--- src/rtl/uart_pkg.sv ---
// Shared UART definitions: frame constants, transmit FSM states and baud divisor helper.
package uart_pkg;

   localparam int unsigned UART_DATA_BITS  = 8;
   localparam int unsigned UART_FRAME_BITS = 10;

   typedef enum logic [1:0] {
      IDLE,
      START,
      DATA,
      STOP
   } uart_tx_state_t;

   // Bit period in sysclk cycles, truncating.
   function automatic int unsigned baud_div(input int unsigned clk_freq, input int unsigned baud);
      return clk_freq / baud;
   endfunction

endpackage

--- src/rtl/uart_tx_engine_if.sv ---
// Byte handshake between the CPU-side peripheral bus and the UART transmitter.
interface uart_tx_engine_if;
   import uart_pkg::*;

   logic [UART_DATA_BITS-1:0] tx_data;
   logic                      tx_valid;
   logic                      tx_ready;

   modport master (output tx_data, output tx_valid, input tx_ready);
   modport slave  (input tx_data, input tx_valid, output tx_ready);

endinterface

--- src/rtl/uart_tx_fifo.sv ---
// Small power-of-two byte queue with registered count; rejects pushes while full.
module uart_tx_fifo #(
   parameter int unsigned WIDTH = 8,
   parameter int unsigned DEPTH = 4
) (
   input  logic                     sysclk,
   input  logic                     reset,
   input  logic                     push,
   input  logic [WIDTH-1:0]         wdata,
   input  logic                     pop,
   output logic [WIDTH-1:0]         head_c,
   output logic                     full,
   output logic                     empty,
   output logic [$clog2(DEPTH):0]   count
);

   localparam int unsigned PTR_W = $clog2(DEPTH);
   localparam int unsigned CNT_W = PTR_W + 1;

   logic [WIDTH-1:0] mem [DEPTH];
   logic [PTR_W-1:0] wr_ptr;
   logic [PTR_W-1:0] rd_ptr;
   logic             do_push;
   logic             do_pop;

   assign full    = (count == CNT_W'(DEPTH));
   assign empty   = (count == '0);
   assign do_push = push && !full;
   assign do_pop  = pop && !empty;
   assign head_c  = mem[rd_ptr];

   always_ff @(posedge sysclk) begin
      if (do_push) mem[wr_ptr] <= wdata;
   end

   always_ff @(posedge sysclk) begin
      if (reset) begin
         wr_ptr <= '0;
         rd_ptr <= '0;
         count  <= '0;
      end else begin
         if (do_push) wr_ptr <= wr_ptr + PTR_W'(1);
         if (do_pop)  rd_ptr <= rd_ptr + PTR_W'(1);
         case ({do_push, do_pop})
            2'b10:   count <= count + CNT_W'(1);
            2'b01:   count <= count - CNT_W'(1);
            default: count <= count;
         endcase
      end
   end

endmodule

--- src/rtl/uart_tx_engine.sv ---
// Buffered 8N1 UART transmitter: FIFO-fed frame FSM with a flop-driven serial line.
module uart_tx_engine
   import uart_pkg::*;
#(
   parameter int unsigned CLK_FREQ   = 100_000_000,
   parameter int unsigned BAUD       = 9600,
   parameter int unsigned FIFO_DEPTH = 4
) (
   input  logic              sysclk,
   input  logic              reset,
   uart_tx_engine_if.slave   bus,
   output logic              tx_busy,
   output logic              tx_done,
   output logic              UART_TX
);

   localparam int unsigned DIV   = baud_div(CLK_FREQ, BAUD);
   localparam int unsigned CNT_W = (DIV < 2) ? 1 : $clog2(DIV);
   localparam int unsigned IDX_W = $clog2(UART_DATA_BITS);
   localparam int unsigned FCW   = $clog2(FIFO_DEPTH) + 1;

   if (DIV < 2) begin : g_bad_div
      $error("uart_tx_engine: CLK_FREQ / BAUD must be at least 2");
   end
   if ((FIFO_DEPTH < 2) || ((FIFO_DEPTH & (FIFO_DEPTH - 1)) != 0)) begin : g_bad_depth
      $error("uart_tx_engine: FIFO_DEPTH must be a power of two >= 2");
   end

   uart_tx_state_t              state_q, state_d;
   logic [CNT_W-1:0]            baud_q, baud_d;
   logic [IDX_W-1:0]            idx_q, idx_d;
   logic [UART_DATA_BITS-1:0]   shift_q, shift_d;
   logic                        line_q, line_d;
   logic                        pop_c;
   logic                        bit_end_c;
   logic [UART_DATA_BITS-1:0]   fifo_head_c;
   logic                        fifo_full;
   logic                        fifo_empty;
   logic [FCW-1:0]              fifo_count;

   uart_tx_fifo #(
      .WIDTH (UART_DATA_BITS),
      .DEPTH (FIFO_DEPTH)
   ) u_fifo (
      .sysclk (sysclk),
      .reset  (reset),
      .push   (bus.tx_valid),
      .wdata  (bus.tx_data),
      .pop    (pop_c),
      .head_c (fifo_head_c),
      .full   (fifo_full),
      .empty  (fifo_empty),
      .count  (fifo_count)
   );

   assign bus.tx_ready = !fifo_full;
   assign tx_busy      = (state_q != IDLE) || (fifo_count != '0);
   assign bit_end_c    = (baud_q == CNT_W'(DIV - 1));
   assign UART_TX      = line_q;

   // Next-state logic; line_d is the value the line shows for the coming bit.
   always_comb begin
      state_d = state_q;
      baud_d  = baud_q;
      idx_d   = idx_q;
      shift_d = shift_q;
      line_d  = line_q;
      pop_c   = 1'b0;
      tx_done = 1'b0;
      if (state_q != IDLE) baud_d = bit_end_c ? '0 : baud_q + CNT_W'(1);
      unique case (state_q)
         IDLE: begin
            line_d = 1'b1;
            if (!fifo_empty) begin
               pop_c   = 1'b1;
               shift_d = fifo_head_c;
               baud_d  = '0;
               line_d  = 1'b0;
               state_d = START;
            end
         end
         START: begin
            if (bit_end_c) begin
               idx_d   = '0;
               line_d  = shift_q[0];
               state_d = DATA;
            end
         end
         DATA: begin
            if (bit_end_c) begin
               shift_d = {1'b0, shift_q[UART_DATA_BITS-1:1]};
               if (idx_q == IDX_W'(UART_DATA_BITS - 1)) begin
                  line_d  = 1'b1;
                  state_d = STOP;
               end else begin
                  idx_d  = idx_q + IDX_W'(1);
                  line_d = shift_q[1];
               end
            end
         end
         STOP: begin
            if (bit_end_c) begin
               tx_done = 1'b1;
               if (!fifo_empty) begin
                  pop_c   = 1'b1;
                  shift_d = fifo_head_c;
                  line_d  = 1'b0;
                  state_d = START;
               end else begin
                  line_d  = 1'b1;
                  state_d = IDLE;
               end
            end
         end
         default: state_d = IDLE;
      endcase
   end

   always_ff @(posedge sysclk) begin
      if (reset) begin
         state_q <= IDLE;
         baud_q  <= '0;
         idx_q   <= '0;
         shift_q <= '0;
         line_q  <= 1'b1;
      end else begin
         state_q <= state_d;
         baud_q  <= baud_d;
         idx_q   <= idx_d;
         shift_q <= shift_d;
         line_q  <= line_d;
      end
   end

endmodule

--- src/flat_wrapper.sv ---
// flat-port wrapper written by rule: the top's interface ports become plain ports
module uart_tx_engine_flat import uart_pkg::*;
#(
   parameter int unsigned CLK_FREQ   = 100_000_000,
   parameter int unsigned BAUD       = 9600,
   parameter int unsigned FIFO_DEPTH = 4
)
  (sysclk, reset, tx_busy, tx_done, UART_TX, bus_tx_data, bus_tx_valid, bus_tx_ready);
  uart_tx_engine_if bus_i ();
  input  logic sysclk;
  input  logic reset;
  output logic tx_busy;
  output logic tx_done;
  output logic UART_TX;
  input wire logic [$bits(bus_i.tx_data)-1:0] bus_tx_data;
  input wire logic [$bits(bus_i.tx_valid)-1:0] bus_tx_valid;
  output wire logic [$bits(bus_i.tx_ready)-1:0] bus_tx_ready;
  assign bus_i.tx_data = bus_tx_data;
  assign bus_i.tx_valid = bus_tx_valid;
  assign bus_tx_ready = bus_i.tx_ready;
  uart_tx_engine #(.CLK_FREQ(CLK_FREQ), .BAUD(BAUD), .FIFO_DEPTH(FIFO_DEPTH)) u_core (.sysclk(sysclk), .reset(reset), .bus(bus_i), .tx_busy(tx_busy), .tx_done(tx_done), .UART_TX(UART_TX));
endmodule
--- config.mk ---
export PLATFORM = sky130hd
export DESIGN_NAME = uart_tx_engine_flat
export DESIGN_NICKNAME = d
export VERILOG_FILES = /design/src/rtl/uart_pkg.sv /design/src/rtl/uart_tx_engine_if.sv /design/src/rtl/uart_tx_fifo.sv /design/src/rtl/uart_tx_engine.sv /design/src/flat_wrapper.sv
export SDC_FILE = /design/constraint.sdc
export NUM_CORES = 1
export LEC_CHECK = 0
export CORE_ASPECT_RATIO = 1.1
export CORE_MARGIN = 5
export CORE_UTILIZATION = 37
export DETAILED_ROUTE_END_ITERATION = 12
export SETUP_SLACK_MARGIN = 0.02
export SLEW_MARGIN = 20
export SYNTH_ARGS = -nofsm -noshare
export SYNTH_HDL_FRONTEND = slang
export SYNTH_SLANG_ARGS = --single-unit
--- constraint.sdc ---
create_clock -name sysclk -period 7.75 [get_ports sysclk]
set_clock_uncertainty 0.15 [all_clocks]
set_input_delay 1.1625 -clock sysclk [delete_from_list [all_inputs] [get_ports sysclk]]
set_output_delay 1.1625 -clock sysclk [all_outputs]
set_load 0.02 [all_outputs]
* Yosys cells after proc, flatten, opt, wreduce, memory -nomap -nowiden
Memories as Yosys holds them, arrays and structs flattened. A register that Yosys moved wholly into a read port is not among the register bits. Cells that the tools add are included.
Storage, ports and cells: memories kept 1, output and inout bits 4, bits in read-only memories 0, latch bits 0, word-level logic and storage cells 80, bits of input ports 11, register bits after elaboration 35, bits in writable memories 32
Operators by class: div/mod/pow operators 0, shift-type cells 0, magnitude comparators 0, $add $sub $neg 6, equality and inequality tests 14, mux-type cells 35, bitwise logic cells 0, multipliers 0, reductions and logical operators 16
Memory list:
- u_core.u_fifo.mem | depth 4, width 8, rd ports 1, clocked after Yosys merged registers in 1, wr ports 1, line uart_tx_fifo.sv:20 | logic [WIDTH-1:0] mem [DEPTH];
Operators with widths (count):
- $mux W14 | 4
- $mux W8 | 3
- $pmux W8 S3 | 1
- $add A14 B1 Y14 const B | 1
- $eq A14 B14 Y1 const B | 1
- $mux W2 | 7
- $mux W1 | 12
- $pmux W3 S2 | 2
- $mux W3 | 3
- $ne A2 B1 Y1 const B | 4
- $pmux W2 S4 | 1
- $add A3 B1 Y3 const B | 2
- $eq A2 B2 Y1 const B | 3
- $eq A3 B3 Y1 const B | 2
- $reduce_and A3 Y1 | 2
- $reduce_bool A2 Y1 | 3
- $reduce_bool A3 Y1 | 2
- $reduce_and A5 Y1 | 1
- $add A2 B1 Y2 const B | 2
- $eq A2 B1 Y1 const B | 2
- $ne A2 B2 Y1 const B | 2
- $pmux W1 S4 | 1
- $reduce_and A4 Y1 | 1
- $logic_not A3 Y1 | 1
- other kinds (6) | 8

* Depth between registers and ports, before layout
Gate-level depths: netlist (run 1).
word-level depth 7, gate-level depth with buffers 11, gate-level depth less buffers 11

* Modules after synthesis
A second synthesis (run 1) with hierarchy kept.
Unflattened totals: cell total of the unflattened synthesis 301, area total of the unflattened synthesis 3424.5 sq um
By module, submodules not included:
- uart_tx_engine | times used 1, cells each 205, sequential area each 560.5 sq um, area an instance 1794.2 sq um
- uart_tx_fifo | times used 1, cells each 96, sequential area each 1141.1 sq um, area an instance 1630.3 sq um

* Worst setup path before layout (run 1)
Ideal clock, no wire load.
path kind register to register, start reg u_core.baud_q[0], end reg u_core.u_fifo.count[2], setup slack 4495 ps, library setup time 71 ps, data required time 7529 ps, buffers on the path 0, clock period less this slack 3255 ps, data arrival time 3035 ps, stages on the path, launching flop included 12, cell sequence dfxtp_1 > ha_1 > nand4b_1 > or4_4 > nor2_1 > o21a_1 > ha_1 > inv_1 > fa_1 > xor2_1 > or3_1 > a21oi_1
On the way: longest elaborated chain between the ends 6, elaborated cells on any way between the ends 8, those cells by class eq/ne: 3; mux: 3; reduce/logical: 2
Ends and longest elaborated chain:
- start, declared | line uart_tx_engine.sv:30 | logic [CNT_W-1:0] baud_q, baud_d;
- start signal, assigned | line uart_tx_engine.sv:128 | baud_q <= baud_d;
- $eq A14 B14 Y1 (*) | line uart_tx_engine.sv:58 | assign bit_end_c = (baud_q == CNT_W'(DIV - 1));
- $mux W1 (*) | line uart_tx_engine.sv:102 | if (bit_end_c) begin
- $pmux W1 S2 (*) | line uart_tx_engine.sv:71 | unique case (state_q)
- $logic_and A1 B1 Y1 (*) | line uart_tx_fifo.sv:29 | assign do_pop = pop && !empty;
- named net u_core.u_fifo.do_pop | line uart_tx_fifo.sv:24 | logic do_pop;
- $eq A2 B1 Y1 or $eq A2 B2 Y1 (tied branches) | line uart_tx_fifo.sv:44 | case ({do_push, do_pop})
- $pmux W3 S2 or $reduce_bool A2 Y1 (tied branches)
- end signal, assigned | line uart_tx_fifo.sv:45 | 2'b10: count <= count + CNT_W'(1);
- end signal, assigned | line uart_tx_fifo.sv:46 | 2'b01: count <= count - CNT_W'(1);
- end signal, assigned | line uart_tx_fifo.sv:47 | default: count <= count;
- end, declared | line uart_tx_fifo.sv:14 | output logic [$clog2(DEPTH):0] count
The timed path passes the listed nets; every way through them passes the cells marked *. A chain may end at the register's enable or synchronous reset.

* Worst setup path after layout (run 1)
start reg u_core.state_q[0], end out tx_busy
On the way: longest elaborated chain between the ends 2
Ends and longest elaborated chain:
- start, declared | line uart_tx_engine.sv:29 | uart_tx_state_t state_q, state_d;
- start signal, assigned | line uart_tx_engine.sv:127 | state_q <= state_d;
- $reduce_bool A2 Y1 | line uart_tx_engine.sv:57 | assign tx_busy = (state_q != IDLE) || (fifo_count != '0);
- $logic_or A1 B1 Y1 | line uart_tx_engine.sv:57
- end, declared | line flat_wrapper.sv:12 | output logic tx_busy;
No other way between the ends.

==> results of run 1 <==
==> per-layer routing <==
layer  up-vias  GRT usage (%)
met1      1091           16.8
met3        17           3.11
met4         0           7.70
met2        30           19.1
li1       1158              -
met5         -              0
==> worst max-delay path: cells and delay by family (launching register included) <==
family / cells / cell delay (ns)
adders and majority gates: 1 / 0.33
buffers and inverters: 3 / 1.04
DFF: 1 / 0.34
and+or+nand+nor: 1 / 0.90
==> cell type report <==
| type | instances | share of cell area, % |
|---|---|---|
| inverter | 14 | 1.39 |
| multi-input combinational | 205 | 40.3 |
| clock inverter | 6 | 2.51 |
| clock buffer | 10 | 3.37 |
| timing repair buffer | 15 | 3.76 |
| sequential | 69 | 44.9 |
| tap | 114 | 3.76 |
==> per-stage QoR <==
step                setup slack (ns)  total power (µW)  hold slack (ns)
global placement                4.04               981            0.315
CTS                             3.52              1320            0.330
detailed placement              3.93               985            0.317
global route                    3.34              1400            0.365
floorplan                       4.49               858            0.303
finish                          3.47              1310            0.331
==> power groups by stage <==
stage	sequential [µW]	clock, µW	combinational [µW]
2_1_floorplan	479	0	379
3_3_place_gp	504	0	477
3_5_place_dp	506	0	479
4_1_cts	498	339	483
5_1_grt	507	350	541
6_report	497	329	480
==> worst max-delay path by stage <==
stage / startpoint / endpoint / slack, ns
2_1_floorplan: u_core.baud_q[0]$_SDFF_PP0_ / u_core.u_fifo.count[2]$_SDFFE_PP0P_ / 4.49
3_3_place_gp: u_core.baud_q[0]$_SDFF_PP0_ / tx_done / 4.04
3_5_place_dp: u_core.state_q[0]$_SDFFE_PP0P_ / tx_busy / 3.93
4_1_cts: u_core.state_q[0]$_SDFFE_PP0P_ / tx_busy / 3.52
5_1_grt: u_core.state_q[0]$_SDFFE_PP0P_ / tx_busy / 3.34
6_report: u_core.state_q[0]$_SDFFE_PP0P_ / tx_busy / 3.47
==> layout by cell type, fill, tap and decap left out, drive strengths merged, types with 4 or more instances in the layout <==
cell type      instances
or3                    5
ha                    13
nor2                  18
and3                   6
a21o                   4
dfxtp                 37
clkbuf                10
a211oi                 4
inv                   15
o311ai                 5
mux4                   8
nand2b                 5
nand3                  8
clkdlybuf4s50         13
a21oi                 17
or4                    4
mux2                   8
edfxtp                32
nor2b                 10
nor3                   7
nand2                 27
o21ai                 10
nand4                  5
==> sequential cells by signal, indices dropped and copies added (netlist names), named ones only <==
| signal | cells |
|---|---|
| u_core.UART_TX | 1 |
| u_core.state_q | 2 |
| u_core.u_fifo.rd_ptr | 2 |
| u_core.u_fifo.count | 3 |
| u_core.baud_q | 14 |
| u_core.u_fifo.wr_ptr | 2 |
| u_core.idx_q | 3 |
| u_core.u_fifo.mem | 32 |
| u_core.shift_q | 8 |
==> logic make-up after synthesis <==
group	Yosys count	synth area share [%]
AO/OA/AOI/OAI	57	11.7
XOR/XNOR	5	1.31
adder cells (fa/ha/maj)	14	5.46
buffers and inverters	26	3.41
flip-flops	69	50.9
multiplexers	19	8.98
AND/OR/NAND/NOR	110	18.3
==> flow_summary_export.csv, run 1 <==
group,metric,value,unit
outcome,status,"finished, final reports clean",
finish,nFillCells,876,
logic_synthesis,yosysWarnings,0,
logic_synthesis,yosysMostFrequentCell,"dfxtp_1",
finish,final_util,42.9,%
critical_path,cp_common_cell,"inv_1",
critical_path,crit_chain,"inv_1 > ha_1 > nor4b_1 > inv_1 > clkdlybuf4s50_1",
logic_synthesis,synth_edf_count,32,
route,drt_iter0_markers,176,
cts,insertion_delay,0.36,ns
floorplanning,die_h,110,µm
finish,area_delta_synth_final,13.4,%
pwr,power.density,345,nW/µm²
route,met2WireLength,2.87,mm
finish,drive_gt1_share,12.5,%
sta,fmax,234,MHz
cts,clkSlewWorstSetupHoldPaths,0.08,ns
route,via_count,2296,
pwr,pwr-share-comb,36.8,%
critical_path,r2r-start,"u_core.baud_q[0]$_SDFF_PP0_",
route,drc_errors,0,
finish,antenna_cells,0,
logic_synthesis,ys_top_cells_by_area,"edfxtp_1 29%, dfxtp_1 22%, mux4_2 5.4%",
critical_path,cp-start-kind,"flop",
logic_synthesis,netlist_area,3340,µm²
critical_path,r2r_setup_slack,4.22,ns
cts,ctsHoldBuffers,0,
route,wl_met3,182,µm
route,routed.top_layer,"met4",
logic_synthesis,yosys.cell_types.count,55,
logic_synthesis,syn_area_per_cell,11.1,µm²
logic_synthesis,synthTopCellsByCount,"37 x dfxtp_1, 32 x edfxtp_1, 27 x nand2_1, 18 x nor2_1, 17 x a21oi_1",
route,wl_per_cell,14.7,µm
cts,post_cts_resized,0,
global_route,grt_max_degree,56,
critical_path,crit_type,"flop to output pin",
logic_synthesis,syn-instance-count,300,
sta,slew_viol_final,0,
critical_path,critPathMaxStageDelay,0.90,ns
placed_design,dpl_cell_area,3570,µm²
min_path,worstHoldEndpoint,"u_core.shift_q[7]$_SDFFE_PP0P_",
sta,finalCritPeriodShare,55.2,%
route,met1_length,3.12,mm
pwr,p_int,839,µW
critical_path,cp_slowest_cell,"nor4b_1",
cts,h-tree-depth,3,
sta,setup_viol,0,
pwr,seq_power_share,38.0,%
critical_path,worstRegToRegCells,11,
route,viasPerCell,5.30,
logic_synthesis,syn_nets,325,
finish,final_area,3790,µm²
floorplanning,die_area,11000,µm²
sta,relSlewSlack,27.9,%
min_path,worstHoldPathCells,2,
cts,cts_tree,"built",
cts,cts.sinks,69,
min_path,hold_path.startpoint,"u_core.shift_q[7]$_SDFFE_PP0P_",
global_route,grt_overflow,0,
cts,cts_made_buffers,9,
global_route,antenna_found_initial,0,
finish,regArea,1700,µm²
critical_path,reg2reg_to,"u_core.u_fifo.count[2]$_SDFFE_PP0P_",
run,max_cap_violations,0,
sta,period_needed,4.28,ns
pwr,p_sw_share,35.7,%
critical_path,cp.required,6.44,ns
sta,finalHoldViolations,0,
finish,instances_no_fill,433,
sta,setup_tns,0,ns
floorplanning,start_util,37.9,%
placed_design,port_buffers,14,
route,routed_wl,6.36,mm
cts,clk_path_buf_depth,2,
global_route,grt_usage,12.8,%
floorplanning,fp-row-count,36,
logic_synthesis,yosysTopAreaCell,"edfxtp_1",
global_route,first_global_vias,2300,
min_path,worstHoldPathType,"flop to flop",
critical_path,end_kind,"output pin",
cts,root_buffer,"clkbuf_8",
pwr,p_switching,467,µW
logic_synthesis,seq_area_frac_synth,50.9,%
logic_synthesis,async_flop_share,0,%
floorplanning,coreArea,8830,µm²
sta,worst_slew_pin_slew,1.07,ns
finish,multi_input_area,1530,µm²
route,drtPass1Iterations,4,
floorplanning,pin_count,15,
logic_synthesis,synth-seq-cells,69,
placed_design,hpwl,4.33,mm
pwr,leakage,0.00133,µW
pwr,clkPwrFrac,25.2,%
placed_design,place_inst,417,
pwr,vdd_drop_max,0.132,mV
critical_path,cp.arrival,2.96,ns
route,ant_nets,0,
placed_design,finalWeightedCongestion,0.844,
finish,nets,339,
logic_synthesis,synthFlopType,"dfxtp_1",
floorplanning,die_x,101,µm
global_route,grt_pass1_wl,11.0,mm
sta,rsz0062_at_grt,"false",
logic_synthesis,yosysTopAreaCellShare,28.7,%
critical_path,crit_fanout,6,
cts,post_cts_buffers,0,
(Power assumes the default switching activity.)
==> inputs of run 2 (changes only) <==
==> constraint.sdc (replaced) <==
create_clock -name sysclk -period 3.4 [get_ports sysclk]
set_clock_uncertainty 0.15 [all_clocks]
set_input_delay 0.51 -clock sysclk [delete_from_list [all_inputs] [get_ports sysclk]]
set_output_delay 0.51 -clock sysclk [all_outputs]
set_load 0.02 [all_outputs]
==> flow_summary_export.csv, run 2 (synthesis gave the netlist of run 1 again) <==
group,metric,value,unit
sta,slew_viol_final,0,
placed_design,port_buffers,14,
run,max_cap_violations,0,
pwr,p_switching,1090,µW
route,wl_per_cell,14.8,µm
finish,reg_top3,"u_core.u_fifo.mem: 32 flops, u_core.baud_q: 14 flops, u_core.shift_q: 8 flops",
global_route,grt_pass1_wl,11.1,mm
finish,top_register,"u_core.u_fifo.mem",
finish,final_util,43.1,%
sta,finalHoldViolations,0,
sta,rsz0062_at_grt,"false",
min_path,worstHoldEndpoint,"u_core.idx_q[1]$_SDFFE_PP0P_",
critical_path,cp.required,3.54,ns
finish,nFillCells,879,
finish,drive_gt1_share,14.8,%
cts,clk_path_buf_depth,2,
critical_path,r2r_setup_slack,0.31,ns
global_route,grt_max_degree,29,
pwr,vdd_drop_max,0.384,mV
finish,antenna_cells,0,
cts,clkSlewWorstSetupHoldPaths,0.08,ns
floorplanning,start_util,37.9,%
sta,worst_slew_pin_slew,0.706,ns
min_path,hold_path.startpoint,"u_core.idx_q[1]$_SDFFE_PP0P_",
pwr,p_int,1800,µW
critical_path,reg2reg_to,"u_core.u_fifo.count[2]$_SDFFE_PP0P_",
pwr,power.density,762,nW/µm²
pwr,clkPwrFrac,22.1,%
sta,setup_viol,0,
global_route,antenna_found_initial,0,
floorplanning,die_area,11000,µm²
cts,cts_made_buffers,9,
placed_design,finalWeightedCongestion,0.822,
critical_path,cp.arrival,3.22,ns
min_path,worstHoldPathType,"flop to flop",
cts,insertion_delay,0.36,ns
finish,area_delta_synth_final,13.8,%
critical_path,crit_type,"flop to flop",
route,drtPass1Iterations,5,
outcome,status,"finished, final reports clean",
pwr,seq_power_share,38.9,%
sta,fmax,324,MHz
floorplanning,coreArea,8830,µm²
floorplanning,die_x,101,µm
critical_path,crit_fanout,7,
finish,most-common-layout-cells,"37 x dfxtp_1, 32 x edfxtp_1, 27 x nand2_1, 17 x nor2_1, 17 x a21oi_1",
cts,cts_tree,"built",
critical_path,r2r-start,"u_core.baud_q[10]$_SDFF_PP0_",
finish,nets,345,
cts,cts.sinks,69,
route,routed_wl,6.49,mm
finish,largest_reg_flops,32,
pwr,leakage,0.00135,µW
route,ant_nets,0,
critical_path,cp-start-kind,"flop",
floorplanning,die_h,110,µm
pwr,pwr-share-comb,39.1,%
floorplanning,pin_count,15,
route,viasPerCell,5.36,
cts,root_buffer,"clkbuf_8",
cts,ctsHoldBuffers,0,
global_route,grt_overflow,0,
global_route,grt_usage,12.9,%
sta,relSlewSlack,52.6,%
finish,final_common_cell,"dfxtp_1",
critical_path,worstRegToRegCells,10,
route,drc_errors,0,
global_route,first_global_vias,2255,
critical_path,end_kind,"flop",
min_path,worstHoldPathCells,2,
route,drt_iter0_markers,130,
sta,finalCritPeriodShare,90.8,%
sta,period_needed,3.09,ns
floorplanning,fp-row-count,36,
sta,setup_tns,0,ns
pwr,p_sw_share,37.7,%
route,via_count,2354,
cts,h-tree-depth,3,
placed_design,hpwl,4.38,mm
## run 2: changes by cell type in the layout (fill, tap and decap cells not counted)
cell / before / now
buf_4: 1 / 7
bufinv_16: 2 / 0
clkbuf_1: 1 / 0
clkdlybuf4s50_1: 13 / 12
clkinv_4: 2 / 1
clkinvlp_4: 0 / 1
dlymetal6s2s_1: 0 / 1
inv_6: 2 / 4
inv_8: 0 / 1
nor2_1: 18 / 17
nor2_2: 0 / 1
## run 2: worst max path at each step
stage                                       startpoint                                   to  cells past startpoint
after floorplan            u_core.baud_q[0]$_SDFF_PP0_  u_core.u_fifo.count[2]$_SDFFE_PP0P_                     11
after detailed placement  u_core.baud_q[10]$_SDFF_PP0_  u_core.u_fifo.count[2]$_SDFFE_PP0P_                     10
final                     u_core.baud_q[10]$_SDFF_PP0_  u_core.u_fifo.count[2]$_SDFFE_PP0P_                     10
after global routing      u_core.baud_q[10]$_SDFF_PP0_  u_core.u_fifo.count[2]$_SDFFE_PP0P_                     10
after global placement    u_core.baud_q[10]$_SDFF_PP0_  u_core.u_fifo.count[2]$_SDFFE_PP0P_                     10
after CTS                 u_core.baud_q[10]$_SDFF_PP0_                              tx_done                      4
## run 2: what timing repair did
action,in CTS,in global routing
gates resized for setup,0,2
setup buffers,0,0
endpoints found under the setup margin,0,2
## run 2: metal layers
metal	global-route usage [%]	wire [µm]	part of all wire, %	up-vias
met1	16.9	3120	48	1157
met2	20.2	3020	47	35
met4	4.43	95	1.5	0
li1	-	-	-	1154
met5	0	0	0	-
met3	3.81	249	3.8	8
## run 2: critical path, cell delays in order, from the launching register on
cell and delay, ns:
dfxtp_1 0.37, nand4bb_1 0.33, or4_4 0.59, nor2_2 0.19, o21a_1 0.16, ha_1 0.19
inv_1 0.06, fa_1 0.37, xor2_1 0.16, or3_1 0.31, a21oi_1 0.13
## run 2: power by group through the flow
stage | sequential, µW | combinational (µW) | clock [µW]
2_1_floorplan | 1090 | 864 | 0
3_3_place_gp | 1140 | 1130 | 0
3_5_place_dp | 1150 | 1130 | 0
4_1_cts | 1130 | 1140 | 656
5_1_grt | 1150 | 1270 | 698
6_report | 1130 | 1130 | 639
## run 2: final cells by class
cell class,instances,area [µm²],share of cell area (%)
Clock buffer,9,124,3.26
Inverter,14,52.6,1.38
Multi-Input combinational cell,205,1530,40.2
Clock inverter,7,62.6,1.64
Tap cell,114,143,3.75
Timing Repair Buffer,21,190,5.00
Sequential cell,69,1700,44.7
## run 2: stage by stage
stage | hold slack (ns) | setup slack [ns] | cells | cell area (µm²) | power (µW)
floorplan | 0.303 | 0.145 | 300 | 3340 | 1960
global route | 0.371 | 0.0835 | 439 | 3800 | 3120
finish | 0.330 | 0.314 | 439 | 3800 | 2900
CTS | 0.333 | 0.128 | 439 | 3800 | 2930
global placement | 0.315 | 0.365 | 423 | 3610 | 2270
detailed placement | 0.321 | 0.248 | 423 | 3610 | 2270
